[src/rtl/dsp_arb_pkg.sv]
// Shared types and constants for the two-requester DSP48E1 scheduler:
// op codes, per-op slice control encodings and the fixed slice latency.
package dsp_arb_pkg;

    typedef enum logic [1:0] {
        OP_MUL   = 2'd0,
        OP_MAC_C = 2'd1,
        OP_C_SUB = 2'd2,
        OP_CONST = 2'd3
    } op_e;

    typedef struct packed {
        logic [4:0] inmode;
        logic [3:0] alumode;
        logic [6:0] opmode;
    } dsp_ctrl_t;

    localparam int          DSP_LAT = 2;
    localparam logic [47:0] C_CONST = 48'h000000095514;

    localparam logic [4:0] INMODE_ALL   = 5'b00000;
    localparam logic [3:0] ALUMODE_ADD  = 4'h0;
    localparam logic [3:0] ALUMODE_ZSUB = 4'h3;
    localparam logic [6:0] OPMODE_M     = 7'h05;
    localparam logic [6:0] OPMODE_C_M   = 7'h35;
    localparam logic [6:0] OPMODE_C     = 7'h30;

    function automatic dsp_ctrl_t encode_op(input op_e op);
        dsp_ctrl_t ctrl;
        ctrl.inmode = INMODE_ALL;
        case (op)
            OP_MAC_C: begin ctrl.opmode = OPMODE_C_M; ctrl.alumode = ALUMODE_ADD;  end
            OP_C_SUB: begin ctrl.opmode = OPMODE_C_M; ctrl.alumode = ALUMODE_ZSUB; end
            OP_CONST: begin ctrl.opmode = OPMODE_C;   ctrl.alumode = ALUMODE_ADD;  end
            default:  begin ctrl.opmode = OPMODE_M;   ctrl.alumode = ALUMODE_ADD;  end
        endcase
        return ctrl;
    endfunction

endpackage

[src/rtl/rr_arb2.sv]
// Two-way round-robin arbiter: combinational one-hot grant, registered
// pointer to the most recently granted requester.
module rr_arb2 (
    input  logic       clk,
    input  logic       rst,
    input  logic       en,
    input  logic [1:0] valid,
    output logic [1:0] grant
);

    logic last;

    always_comb begin
        // NOTE: default assignment first so no path through the block leaves grant unassigned (no latch).
        grant = 2'b00;
        if (en) begin
            if (valid == 2'b11)
                grant = last ? 2'b01 : 2'b10;
            else
                grant = valid;
        end
    end

    // last = 1 after reset so requester 0 wins the first contention.
    always_ff @(posedge clk or posedge rst) begin
        if (rst)
            last <= 1'b1;
        else if (|grant)
            // NOTE: sequential state uses non-blocking assignment so every flop samples pre-edge values.
            last <= grant[1];
    end

endmodule

[src/rtl/dsp_arbiter.sv]
// Shares one external DSP48E1 slice between two requesters: grants one op per
// cycle, encodes it onto the slice ports and routes each P back by tag.
module dsp_arbiter #(
    parameter int DSP_LAT = dsp_arb_pkg::DSP_LAT,
    parameter int CNT_W   = 16
) (
    input  logic             clk,
    input  logic             rst,
    input  logic             en,

    input  logic             req0_valid,
    output logic             req0_ready,
    input  logic [29:0]      req0_a,
    input  logic [17:0]      req0_b,
    input  logic [1:0]       req0_op,

    input  logic             req1_valid,
    output logic             req1_ready,
    input  logic [29:0]      req1_a,
    input  logic [17:0]      req1_b,
    input  logic [1:0]       req1_op,

    output logic             rsp0_valid,
    output logic [47:0]      rsp0_p,
    output logic             rsp1_valid,
    output logic [47:0]      rsp1_p,

    output logic [CNT_W-1:0] issue_cnt0,
    output logic [CNT_W-1:0] issue_cnt1,
    output logic             idle,

    output logic [29:0]      dsp_a,
    output logic [17:0]      dsp_b,
    output logic [4:0]       dsp_inmode,
    output logic [3:0]       dsp_alumode,
    output logic [6:0]       dsp_opmode,
    input  logic [47:0]      dsp_p
);

    import dsp_arb_pkg::*;

    logic [1:0]         grant;
    logic               any_grant;
    logic               grant_id;
    dsp_ctrl_t          ctrl;
    logic [DSP_LAT-1:0] tag_vld;
    logic [DSP_LAT-1:0] tag_id;
    logic               out_vld;
    logic               out_id;

    rr_arb2 u_arb (
        .clk   (clk),
        .rst   (rst),
        .en    (en),
        .valid ({req1_valid, req0_valid}),
        .grant (grant)
    );

    assign req0_ready = grant[0];
    assign req1_ready = grant[1];
    assign any_grant  = |grant;
    assign grant_id   = grant[1];

    // Idle slice inputs present a harmless 0*0 multiply.
    always_comb begin
        dsp_a = '0;
        dsp_b = '0;
        ctrl  = encode_op(OP_MUL);
        if (grant[0]) begin
            dsp_a = req0_a;
            dsp_b = req0_b;
            ctrl  = encode_op(op_e'(req0_op));
        end else if (grant[1]) begin
            dsp_a = req1_a;
            dsp_b = req1_b;
            ctrl  = encode_op(op_e'(req1_op));
        end
    end

    assign dsp_inmode  = ctrl.inmode;
    assign dsp_alumode = ctrl.alumode;
    assign dsp_opmode  = ctrl.opmode;

    // Tag pipeline mirrors the slice latency so the final stage lines up with a valid P.
    always_ff @(posedge clk or posedge rst) begin
        if (rst) begin
            tag_vld <= '0;
            tag_id  <= '0;
        end else begin
            tag_vld <= {tag_vld[DSP_LAT-2:0], any_grant};
            tag_id  <= {tag_id[DSP_LAT-2:0], grant_id};
        end
    end

    assign out_vld = tag_vld[DSP_LAT-1];
    assign out_id  = tag_id[DSP_LAT-1];

    always_ff @(posedge clk or posedge rst) begin
        if (rst) begin
            rsp0_valid <= 1'b0;
            rsp1_valid <= 1'b0;
            rsp0_p     <= '0;
            rsp1_p     <= '0;
        end else begin
            rsp0_valid <= out_vld & ~out_id;
            rsp1_valid <= out_vld & out_id;
            if (out_vld & ~out_id)
                rsp0_p <= dsp_p;
            if (out_vld & out_id)
                rsp1_p <= dsp_p;
        end
    end

    always_ff @(posedge clk or posedge rst) begin
        if (rst) begin
            issue_cnt0 <= '0;
            issue_cnt1 <= '0;
        end else begin
            if (grant[0])
                issue_cnt0 <= issue_cnt0 + CNT_W'(1);
            if (grant[1])
                issue_cnt1 <= issue_cnt1 + CNT_W'(1);
        end
    end

    assign idle = ~(|tag_vld) & ~rsp0_valid & ~rsp1_valid;

endmodule
[config.mk]
export PLATFORM = sky130hd
export DESIGN_NAME = dsp_arbiter
export DESIGN_NICKNAME = d
export VERILOG_FILES = /design/src/rtl/dsp_arb_pkg.sv /design/src/rtl/rr_arb2.sv /design/src/rtl/dsp_arbiter.sv
export SDC_FILE = /design/constraint.sdc
export NUM_CORES = 1
export LEC_CHECK = 0
export CORE_AREA = 2 2 135 137
export DETAILED_ROUTE_END_ITERATION = 6
export DIE_AREA = 0 0 137 139
export PLACE_DENSITY_LB_ADDON = 0.2
export SYNTH_ARGS = -nofsm -noshare
export SYNTH_HDL_FRONTEND = slang
export SYNTH_SLANG_ARGS = --single-unit
[constraint.sdc]
create_clock -name clk -period 13 [get_ports clk]
set_input_delay 2.6 -clock clk [delete_from_list [all_inputs] [get_ports clk]]
set_output_delay 2.6 -clock clk [all_outputs]
set_load 0.01 [all_outputs]
==> flow_metrics.env <==
export IMPL_setup_violations=0
export IMPL_pre_cts_ws_ns=5.19
export IMPL_fin_ws_ns=5.15
export IMPL_antenna_found_initial=2
export IMPL_reg2reg_from="u_arb.last$_DFFE_PP1P_"
export IMPL_port_buffers=339
export IMPL_startpoint="req0_valid"
export IMPL_cts_buffers=17
export IMPL_regToRegEndpoint="issue_cnt0[1]$_DFFE_PP0P_"
export IMPL_worst_path_max_fanout=44
export IMPL_ctsResizeCount=0
export IMPL_grt_max_degree=71
export IMPL_coreArea_um2=17700
export IMPL_rrSetupSlack_ns=11.03
export IMPL_ys_types=33
export IMPL_viasPerCell=4.80
export IMPL_detail_route_first_pass_iterations=4
export IMPL_arrival_ns=5.25
export IMPL_clk_latency_ns=0.42
export IMPL_synth_edf_count=0
export IMPL_fmax_mhz=127
export IMPL_worstMarginPinSlew_ns=0.907
export IMPL_ctsHoldBuffers=0
export IMPL_io_pins=350
export IMPL_drcViolationCount=0
export IMPL_p_leak_nw=4.10
export IMPL_wl_per_cell_um=20.7
export IMPL_clk_path_buf_depth=2
export IMPL_grtUsageTotal_pct=21.3
export IMPL_yosysWarnings=0
export IMPL_slew_headroom_pct=39.5
export IMPL_finalCritPeriodShare_pct=60.4
export IMPL_fin_nets=905
export IMPL_post_cts_setup_buffers=0
export IMPL_die_w_um=137
export IMPL_hold_viol_final=0
export IMPL_critical_path_endpoint="dsp_b[6]"
export IMPL_synth_avg_cell_area_um2=13.9
export IMPL_hp_start="tag_id[0]$_DFF_PP0_"
export IMPL_n_fill_cell=1433
export IMPL_synth_cells=414
export IMPL_setup_tns_ns=0
export IMPL_async_flop_share_pct=100
export IMPL_layout_min_cycle_time_ns=7.85
export IMPL_multi_input_area_um2=2230
export IMPL_drive_above_1_share_pct=18.9
export IMPL_pwr_density_cell_nw_per_um2=149
export IMPL_grt_pass1_wl_mm=30.0
export IMPL_grt_pass1_vias=5045
export IMPL_cts_tree="done"
export IMPL_dieArea_um2=19000
export IMPL_ys_seq_area_share_pct=58.7
export IMPL_max_cap_violations=0
export IMPL_ys_flop_type="dfrtp_1"
export IMPL_ant_nets=0
export IMPL_start_util_pct=32.6
export IMPL_crit_path_end_kind="output pin"
export IMPL_r2r_cells=4
export IMPL_post_dp_hpwl_mm=15.9
export IMPL_drtIter0Drc=187
export IMPL_yosys_top_cells_area="dfrtp_1 58%, mux2_2 19%, a22o_1 7.3%"
export IMPL_die_height_um=139
export IMPL_cp_required_ns=10.40
export IMPL_synth_top_area_share_pct=58.2
export IMPL_drt_wl_total_mm=20.5
export IMPL_num_rows=49
export IMPL_via_count=4761
export IMPL_drv_slew=0
export IMPL_rsz0062_at_grt="false"
export IMPL_fin_worst_skew_ns=0.00793
export IMPL_clock_sink_count=135
export IMPL_ir_drop_uv=85.2
export IMPL_h_tree_depth=4
export IMPL_run_status="completed"
export IMPL_path_class="input pin to output pin"
export IMPL_synth_top_area_cell="dfrtp_1"
export IMPL_cts_root_buf="clkbuf_16"
export IMPL_netlist_area_um2=5760
export IMPL_hp_class="flop to flop"
export IMPL_grt_ovfl_total=0
export IMPL_cp_start_kind="input pin"
export IMPL_syn_to_final_growth_pct=72.8
export IMPL_place_congestion=0.928
export IMPL_clkTransAtPathRegs_ns=0.06
export IMPL_seqCellArea_um2=3380
export IMPL_ys_seq_elements=135
metrics by stage:
| stage | utilization [%] | power (mW) | instances | cell area [um^2] | hold WS [ns] |
|---|---|---|---|---|---|
| floorplan | - | 0.720 | 423 | 5790 | 0.331 |
| detailed placement | 52.9 | 0.999 | 960 | 9340 | 0.340 |
| global route | 56.4 | 1.56 | 992 | 9950 | 0.384 |
| global placement | 52.9 | 0.988 | 960 | 9340 | 0.337 |
| finish | 56.4 | 1.48 | 992 | 9950 | 0.373 |
| CTS | 56.4 | 1.50 | 991 | 9950 | 0.377 |
cell type report:
class	count	share of cell area, %
Inverter	4	0.201
Tap cell	229	2.88
Multi-Input combinational cell	248	22.4
Timing Repair Buffer	344	34.5
Clock buffer	18	4.41
Clock inverter	13	1.71
Antenna cell	1	0.0251
Sequential cell	135	33.9
power by group:
part | total [mW] | internal, mW | leakage, nW | switching [mW]
Combinational | 0.432 | 0.268 | 2.17 | 0.165
Clock | 0.492 | 0.308 | 0.295 | 0.184
Sequential | 0.557 | 0.502 | 1.63 | 0.0546
Total | 1.48 | 1.08 | 4.10 | 0.403
kinds of logic (layout without fill, tap and decap cells):
group | count (synthesis) | in the layout | share of synthesized area, %
simple gates | 51 | 51 | 5.04
xor+xnor | 30 | 30 | 4.56
flops | 135 | 135 | 58.7
fa+ha+maj | 2 | 2 | 0.434
other cells | 1 | 11 | 0.0651
buf+inv | 40 | 379 | 3.69
compound gates | 57 | 57 | 8.38
mux | 98 | 98 | 19.2
worst min-delay path by stage:
stage | to | slack (ns) | cells after the start
2_1_floorplan | tag_id[1]$_DFF_PP0_ | 0.33 | 0
3_3_place_gp | tag_id[1]$_DFF_PP0_ | 0.34 | 0
3_5_place_dp | tag_id[1]$_DFF_PP0_ | 0.34 | 0
4_1_cts | tag_id[1]$_DFF_PP0_ | 0.38 | 0
5_1_grt | tag_id[1]$_DFF_PP0_ | 0.38 | 0
6_report | tag_id[1]$_DFF_PP0_ | 0.37 | 0
placed cells by master (no fill, tap or decap), types with 5 or more instances in the layout:
cell	Yosys	routed
xnor2_1	23	23
a22o_1	48	48
buf_4	13	5
nand3_1	11	11
xor2_1	7	7
nand2_1	16	15
conb_1	1	10
clkbuf_16	0	17
and3_1	6	6
nand4_1	8	8
dfrtp_1	134	134
clkdlybuf4s50_1	0	339
mux2_2	98	98
cell usage after synthesis, drive strengths merged (2+ instances only):
cell type,count
a211oi,2
a22o,48
and3,6
and4,2
buf,26
clkbuf,10
dfrtp,134
ha,2
inv,4
mux2,98
nand2,16
nand3,11
nand4,8
nor4,4
o21ai,2
xnor2,23
xor2,7
routing by layer:
layer / track usage, % / part of all wire, % / up-vias
met3: 8.11 / 8.7 / 25
met1: 23.5 / 38 / 2354
met4: 7.43 / 2.4 / 2
met5: 0 / 0.063 / -
li1: - / - / 2152
met2: 37.0 / 51 / 228
registers in the layout, indices dropped and copies added (netlist names):
register / flops
rsp0_p: 48
rsp1_p: 48
issue_cnt0: 16
issue_cnt1: 16
tag_id: 2
tag_vld: 2
rsp0_valid: 1
rsp1_valid: 1
u_arb.last: 1
worst max-delay path, cell delays in order:
cell and delay [ns]:
clkdlybuf4s50_1 0.62, nand2_1 0.27, nor2_4 0.35, buf_4 0.46
a22o_1 0.35, clkdlybuf4s50_1 0.58
Power figures use the tool's default switching activity.
